--- src/rtl/mem_ctrl_pkg.sv ---
// Shared definitions for the byte-serial memory controller: FSM state
// encoding, load/store size codes and the memory-mapped IO region tag.
package mem_ctrl_pkg;

   typedef enum logic [1:0] {
      ST_IDLE  = 2'd0,
      ST_ISSUE = 2'd1,
      ST_DRAIN = 2'd2,
      ST_DONE  = 2'd3
   } state_t;

   localparam logic [1:0] SIZE_BYTE = 2'd0;
   localparam logic [1:0] SIZE_HALF = 2'd1;
   localparam logic [1:0] SIZE_WORD = 2'd2;

   // address[17:16] value that selects the UART/IO window
   localparam logic [1:0] IO_REGION = 2'b11;

   // Index of the final byte of a data transaction; size 3 behaves as a word.
   function automatic logic [1:0] last_index(input logic [1:0] size);
      case (size)
         SIZE_BYTE: return 2'd0;
         SIZE_HALF: return 2'd1;
         SIZE_WORD: return 2'd3;
         default:   return 2'd3;
      endcase
   endfunction

endpackage

--- src/rtl/mem_ctrl_if.sv ---
// Bus bundle between the requesters (fetch / load-store), the byte-wide RAM
// port and the memory controller. master = requester/RAM side, slave = controller.
interface mem_ctrl_if #(
   parameter int ADDR_WIDTH = 32
);
   logic [7:0]            mem_din;
   logic [7:0]            mem_dout;
   logic [ADDR_WIDTH-1:0] mem_a;
   logic                  mem_wr;
   logic                  io_buffer_full;

   logic                  if_req;
   logic [ADDR_WIDTH-1:0] if_addr;
   logic                  if_done;
   logic [31:0]           if_rdata;

   logic                  d_req;
   logic                  d_wr;
   logic [1:0]            d_size;
   logic [ADDR_WIDTH-1:0] d_addr;
   logic [31:0]           d_wdata;
   logic                  d_done;
   logic [31:0]           d_rdata;

   logic                  flush_in;

   modport master (
      output mem_din, io_buffer_full,
      output if_req, if_addr,
      output d_req, d_wr, d_size, d_addr, d_wdata,
      output flush_in,
      input  mem_dout, mem_a, mem_wr,
      input  if_done, if_rdata,
      input  d_done, d_rdata
   );

   modport slave (
      input  mem_din, io_buffer_full,
      input  if_req, if_addr,
      input  d_req, d_wr, d_size, d_addr, d_wdata,
      input  flush_in,
      output mem_dout, mem_a, mem_wr,
      output if_done, if_rdata,
      output d_done, d_rdata
   );

endinterface

--- src/rtl/mem_ctrl.sv ---
// Byte-serial memory controller: serves one instruction fetch (4 bytes) or one
// load/store (1/2/4 bytes) at a time over a byte-wide RAM with one cycle of
// read latency. Data requests win over fetches; fetches can be flushed.
module mem_ctrl
   import mem_ctrl_pkg::*;
#(
   parameter int ADDR_WIDTH = 32
) (
   input  logic       clk_in,
   input  logic       rst_in,
   input  logic       rdy_in,
   mem_ctrl_if.slave  bus
);

   state_t                state_q, state_nxt;
   logic [1:0]            idx_q, idx_nxt;

   logic                  fetch_q;
   logic                  wr_q;
   logic [1:0]            last_q;
   logic [ADDR_WIDTH-1:0] base_q;
   logic [31:0]           wdata_q;
   logic [31:0]           rbuf_q;
   logic [ADDR_WIDTH-1:0] a_hold_q;

   logic                  cap_vld_p1;
   logic [1:0]            cap_idx_p1;

   logic                  accept_d, accept_f;
   logic [ADDR_WIDTH-1:0] cur_a;
   logic                  io_stall;
   logic                  flush_hit;

   logic [ADDR_WIDTH-1:0] mem_a_c;
   logic                  mem_wr_c;
   logic [7:0]            mem_dout_c;
   logic                  if_done_c, d_done_c;
   logic [31:0]           if_rdata_c, d_rdata_c;

   assign accept_d  = (state_q == ST_IDLE) && bus.d_req;
   assign accept_f  = (state_q == ST_IDLE) && !bus.d_req && bus.if_req && !bus.flush_in;
   assign cur_a     = base_q + ADDR_WIDTH'(idx_q);
   assign io_stall  = wr_q && (cur_a[17:16] == IO_REGION) && bus.io_buffer_full;
   assign flush_hit = fetch_q && bus.flush_in && (state_q != ST_IDLE);

   // State register: reset wins over the rdy_in freeze.
   always_ff @(posedge clk_in) begin
      if (rst_in) begin
         state_q <= ST_IDLE;
         idx_q   <= 2'd0;
      end else if (rdy_in) begin
         state_q <= state_nxt;
         idx_q   <= idx_nxt;
      end
   end

   // Next state and byte index; a stalled IO write keeps the index in place.
   always_comb begin
      state_nxt = state_q;
      idx_nxt   = idx_q;
      case (state_q)
         ST_IDLE: begin
            if (accept_d || accept_f) begin
               state_nxt = ST_ISSUE;
               idx_nxt   = 2'd0;
            end
         end
         ST_ISSUE: begin
            if (flush_hit) begin
               state_nxt = ST_IDLE;
               idx_nxt   = 2'd0;
            end else if (!io_stall) begin
               if (idx_q == last_q) begin
                  state_nxt = wr_q ? ST_DONE : ST_DRAIN;
                  idx_nxt   = 2'd0;
               end else begin
                  idx_nxt = idx_q + 2'd1;
               end
            end
         end
         ST_DRAIN: state_nxt = flush_hit ? ST_IDLE : ST_DONE;
         ST_DONE:  state_nxt = ST_IDLE;
         default:  state_nxt = ST_IDLE;
      endcase
   end

   // Bus outputs; while frozen the last driven address is repeated so the RAM
   // presents that byte again once rdy_in returns.
   always_comb begin
      mem_a_c    = '0;
      mem_wr_c   = 1'b0;
      mem_dout_c = 8'd0;
      if_done_c  = 1'b0;
      if_rdata_c = '0;
      d_done_c   = 1'b0;
      d_rdata_c  = '0;
      case (state_q)
         ST_ISSUE: begin
            mem_a_c = rdy_in ? cur_a : a_hold_q;
            if (wr_q && rdy_in && !io_stall) begin
               mem_wr_c   = 1'b1;
               mem_dout_c = wdata_q[{idx_q, 3'b000} +: 8];
            end
         end
         ST_DRAIN: mem_a_c = a_hold_q;
         ST_DONE: begin
            if (fetch_q) begin
               if_done_c  = rdy_in && !bus.flush_in;
               if_rdata_c = rbuf_q;
            end else begin
               d_done_c  = rdy_in;
               d_rdata_c = rbuf_q;
            end
         end
         default: ;
      endcase
   end

   assign bus.mem_a    = mem_a_c;
   assign bus.mem_wr   = mem_wr_c;
   assign bus.mem_dout = mem_dout_c;
   assign bus.if_done  = if_done_c;
   assign bus.if_rdata = if_rdata_c;
   assign bus.d_done   = d_done_c;
   assign bus.d_rdata  = d_rdata_c;

   // Read-capture valid: a read address issued this cycle returns data next cycle.
   always_ff @(posedge clk_in) begin
      if (rst_in) begin
         cap_vld_p1 <= 1'b0;
      end else if (rdy_in) begin
         cap_vld_p1 <= (state_q == ST_ISSUE) && !wr_q && !flush_hit;
      end
   end

   // Request latch, address hold and read-byte assembly (little-endian).
   always_ff @(posedge clk_in) begin
      if (rdy_in) begin
         a_hold_q   <= mem_a_c;
         cap_idx_p1 <= idx_q;
         if (accept_d) begin
            base_q  <= bus.d_addr;
            wr_q    <= bus.d_wr;
            fetch_q <= 1'b0;
            last_q  <= last_index(bus.d_size);
            wdata_q <= bus.d_wdata;
            rbuf_q  <= '0;
         end else if (accept_f) begin
            base_q  <= bus.if_addr;
            wr_q    <= 1'b0;
            fetch_q <= 1'b1;
            last_q  <= 2'd3;
            rbuf_q  <= '0;
         end
         if (cap_vld_p1) begin
            rbuf_q[{cap_idx_p1, 3'b000} +: 8] <= bus.mem_din;
         end
      end
   end

endmodule

--- src/flat_wrapper.sv ---
// flat-port wrapper written by rule: the top's interface ports become plain ports
module mem_ctrl_flat import mem_ctrl_pkg::*;
#(
   parameter int ADDR_WIDTH = 32
)
  (clk_in, rst_in, rdy_in, bus_mem_din, bus_io_buffer_full, bus_if_req, bus_if_addr, bus_d_req, bus_d_wr, bus_d_size, bus_d_addr, bus_d_wdata, bus_flush_in, bus_mem_dout, bus_mem_a, bus_mem_wr, bus_if_done, bus_if_rdata, bus_d_done, bus_d_rdata);
  mem_ctrl_if #(.ADDR_WIDTH(ADDR_WIDTH)) bus_i ();
  input  logic clk_in;
  input  logic rst_in;
  input  logic rdy_in;
  input wire logic [$bits(bus_i.mem_din)-1:0] bus_mem_din;
  input wire logic [$bits(bus_i.io_buffer_full)-1:0] bus_io_buffer_full;
  input wire logic [$bits(bus_i.if_req)-1:0] bus_if_req;
  input wire logic [$bits(bus_i.if_addr)-1:0] bus_if_addr;
  input wire logic [$bits(bus_i.d_req)-1:0] bus_d_req;
  input wire logic [$bits(bus_i.d_wr)-1:0] bus_d_wr;
  input wire logic [$bits(bus_i.d_size)-1:0] bus_d_size;
  input wire logic [$bits(bus_i.d_addr)-1:0] bus_d_addr;
  input wire logic [$bits(bus_i.d_wdata)-1:0] bus_d_wdata;
  input wire logic [$bits(bus_i.flush_in)-1:0] bus_flush_in;
  output wire logic [$bits(bus_i.mem_dout)-1:0] bus_mem_dout;
  output wire logic [$bits(bus_i.mem_a)-1:0] bus_mem_a;
  output wire logic [$bits(bus_i.mem_wr)-1:0] bus_mem_wr;
  output wire logic [$bits(bus_i.if_done)-1:0] bus_if_done;
  output wire logic [$bits(bus_i.if_rdata)-1:0] bus_if_rdata;
  output wire logic [$bits(bus_i.d_done)-1:0] bus_d_done;
  output wire logic [$bits(bus_i.d_rdata)-1:0] bus_d_rdata;
  assign bus_i.mem_din = bus_mem_din;
  assign bus_i.io_buffer_full = bus_io_buffer_full;
  assign bus_i.if_req = bus_if_req;
  assign bus_i.if_addr = bus_if_addr;
  assign bus_i.d_req = bus_d_req;
  assign bus_i.d_wr = bus_d_wr;
  assign bus_i.d_size = bus_d_size;
  assign bus_i.d_addr = bus_d_addr;
  assign bus_i.d_wdata = bus_d_wdata;
  assign bus_i.flush_in = bus_flush_in;
  assign bus_mem_dout = bus_i.mem_dout;
  assign bus_mem_a = bus_i.mem_a;
  assign bus_mem_wr = bus_i.mem_wr;
  assign bus_if_done = bus_i.if_done;
  assign bus_if_rdata = bus_i.if_rdata;
  assign bus_d_done = bus_i.d_done;
  assign bus_d_rdata = bus_i.d_rdata;
  mem_ctrl #(.ADDR_WIDTH(ADDR_WIDTH)) u_core (.clk_in(clk_in), .rst_in(rst_in), .rdy_in(rdy_in), .bus(bus_i));
endmodule
--- config.mk ---
export PLATFORM = sky130hd
export DESIGN_NAME = mem_ctrl_flat
export DESIGN_NICKNAME = d
export VERILOG_FILES = /design/src/rtl/mem_ctrl_pkg.sv /design/src/rtl/mem_ctrl_if.sv /design/src/rtl/mem_ctrl.sv /design/src/flat_wrapper.sv
export SDC_FILE = /design/constraint.sdc
export NUM_CORES = 1
export LEC_CHECK = 0
export CORE_MARGIN = 10
export CORE_UTILIZATION = 40
export DETAILED_ROUTE_END_ITERATION = 8
export PLACE_DENSITY = 0.68
export SLEW_MARGIN = 0
export SYNTH_ARGS = -nofsm -noshare
export SYNTH_HDL_FRONTEND = slang
export SYNTH_SLANG_ARGS = --single-unit
export TNS_END_PERCENT = 50
--- constraint.sdc ---
create_clock -name clk_in -period 6.1 [get_ports clk_in]
set_input_delay 1.83 -clock clk_in [delete_from_list [all_inputs] [get_ports clk_in]]
set_output_delay 1.83 -clock clk_in [all_outputs]
set_load 0.05 [all_outputs]
==> results_dict.tcl <==
set metrics [dict create \
    post-dp-hpwl_um 15700 \
    ant_nets 0 \
    start_util_pct 40.8 \
    synth.top_cell.area_share_pct 56.8 \
    diodes 0 \
    ctsHoldBuffers 0 \
    drc 0 \
    netlist_area_um2 7080 \
    cts_buffers 17 \
    fmax_mhz 176 \
    die_w_um 153 \
    die_height_um 153 \
    gp_congestion 0.894 \
    vias 5399 \
    timing.final.max_slew_violations 0 \
    routed_wl_um 20000 \
    hp-class "register to register" \
    num-nets-final 908 \
    dr.pass1.iters 5 \
    worst-slew-pin-transition_ns 1.06 \
    clk_latency_ns 0.42 \
    power.density_nw_per_um2 240 \
    synth_top_flop_cell "edfxtp_1" \
    async_flop_share_pct 0 \
    status "finished, final reports clean" \
    htree_levels 4 \
    cp.required_ns 4.27 \
    maxCapViolCount 0 \
    antenna_found_initial 0 \
    grt_max_degree 37 \
    hold_slack_ns 0.565 \
    maxSlewHeadroom_pct 29.3 \
    setup_viol 0 \
    synth_cells 557 \
    fp-row-count 48 \
    synth-edff-count 134 \
    fin_crit_sh_pct 93.0 \
    crit_fanout 14 \
    grt_usage_pct 16.6 \
    synth.distinct_cells 46 \
    cts_tree "yes" \
    min_period_ns 5.67 \
    coreArea_um2 17400 \
    first_global_vias 5736 \
    grt_pass1_wl_um 31200 \
    cts_root_buffer "clkbuf_16" \
    rsz0062_at_grt "no" \
    cp.arrival_ns 3.84 \
    ir_worst_vdd_mv 0.188 \
    clockBufferDepth 2 \
    clock-sinks 139 \
    fillCellCount 1343 \
    synth-seq-cells 139 \
    syn-num-nets 683 \
    cp-start-kind "register" \
    post_drt_wl_per_cell_um 19.7 \
    clkTransAtPathRegs_ns 0.06 \
    synth_top_cell_by_area "edfxtp_1" \
    grt-ovfl-total 0 \
    synth_seq_area_share_pct 58.2 \
    synth.area.top_cells "edfxtp_1 (57%), mux2_2 (5.1%), a22o_1 (4.0%)" \
    post_cts_resized 0 \
    leakagePower_nw 3.84 \
    ys_warn_count 0 \
    drt_iter0_drc 318 \
    io_pins 221 \
    io_buffers 220 \
    hold_viol 0 \
    synth.top_cells.by_count "edfxtp_1 (134), and3_1 (38), and2_1 (35)" \
    yosysMostFrequentCell "edfxtp_1" \
    cp-end-kind "output port" \
    avgSynthCellArea_um2 12.7 \
    area_growth_syn_to_layout_pct 48.7 \
    worstSetupPathType "register to output port" \
    drive_gt1_share_pct 15.9 \
    via_per_inst 5.30 \
    dieArea_um2 23400 \
    post_cts.repair.setup_buffers 0 \
    tns_ns 0 \
    fin_skew_ns 0.0102 \
]
[worst paths after layout]
check                                       start                  end  slack [ns]  depth (start not counted)
worst min-delay path            u_core.state_q[0]    u_core.state_q[0]        0.57                          2
worst max register to register    u_core.idx_q[1]  u_core.a_hold_q[18]        2.64                          9
worst max-delay path              u_core.idx_q[1]      bus_mem_dout[2]        0.43                          9
worst min register to register  u_core.state_q[0]    u_core.state_q[0]        0.57                          2
[per-layer routing]
| layer | track usage, % | up-vias | wire, um |
|---|---|---|---|
| li1 | - | 2557 | - |
| met1 | 18.6 | 2565 | 7930 |
| met2 | 28.0 | 253 | 9780 |
| met3 | 7.24 | 24 | 2000 |
| met4 | 5.22 | 0 | 313 |
| met5 | 0 | - | 0 |
[per-stage QoR]
| step | cells | power, mW | worst slack, ns | utilization (%) | instance area (um2) |
|---|---|---|---|---|---|
| 2_1_floorplan | 557 | 1.36 | 0.195 | - | 7080 |
| 3_3_place_gp | 988 | 1.52 | 0.762 | 57.3 | 9950 |
| 3_5_place_dp | 988 | 1.53 | 0.642 | 57.3 | 9950 |
| 4_1_cts | 1018 | 2.54 | 0.377 | 60.7 | 10500 |
| 5_1_grt | 1018 | 2.61 | 0.144 | 60.7 | 10500 |
| 6_report | 1018 | 2.53 | 0.427 | 60.7 | 10500 |
[power breakdown]
group | internal, mW | leakage [nW] | switching (mW)
sequential | 1.13 | 1.35 | 0.0450
combinational | 0.176 | 2.21 | 0.164
clock | 0.636 | 0.278 | 0.376
[worst max-delay path, stage by stage, from the launching register on]
cell and delay [ns]:
dfxtp_1 0.77, inv_1 0.14, fa_1 0.47, nand4b_1 0.35, nor4_1 0.41, xor2_1 0.21
o211ai_1 0.16, nand3_1 0.37, nor2b_1 0.37, buf_12 0.18
[layout by cell type (no fill, tap or decap), types with 8 or more instances in the layout]
cell type	instances
clkdlybuf4s50_1	178
edfxtp_1	134
buf_12	40
and3_1	38
and2_1	34
a22o_1	32
mux2_2	32
nand2_1	28
nor2b_1	27
nor2_1	22
xnor2_1	18
o21ai_0	17
clkbuf_16	17
inv_1	16
nand3_1	15
a22oi_1	15
xor2_1	13
a21oi_1	13
buf_4	13
ha_1	11
nand4_1	8
mux4_2	8
[final cells by class]
| cell class | count | area [um2] | share of cell area, % |
|---|---|---|---|
| Clock buffer | 18 | 429 | 4.08 |
| Clock inverter | 12 | 149 | 1.41 |
| Inverter | 16 | 60.1 | 0.570 |
| Multi-Input combinational cell | 377 | 2810 | 26.7 |
| Sequential cell | 139 | 4120 | 39.2 |
| Tap cell | 225 | 282 | 2.67 |
| Timing Repair Buffer | 231 | 2680 | 25.4 |
[sequential cells by signal, summed over array words and instances, names as in the netlist, 2 cells and up]
register	flops
u_core.a_hold_q	32
u_core.base_q	32
u_core.cap_idx_p1	2
u_core.state_q	2
u_core.wdata_q	32
u_core.last_q	2
u_core.idx_q	2
u_core.rbuf_q	32
[logic make-up (layout without fill, tap and decap cells)]
group | Yosys count | in the layout | synth area share, %
fa+ha+maj | 12 | 12 | 2.23
buf+inv | 41 | 277 | 2.17
compound gates | 96 | 96 | 9.86
mux | 40 | 40 | 7.63
xor+xnor | 31 | 31 | 3.83
flops | 139 | 139 | 58.2
simple gates | 198 | 198 | 16.0
Note: power is estimated with default switching activity, not from simulation.
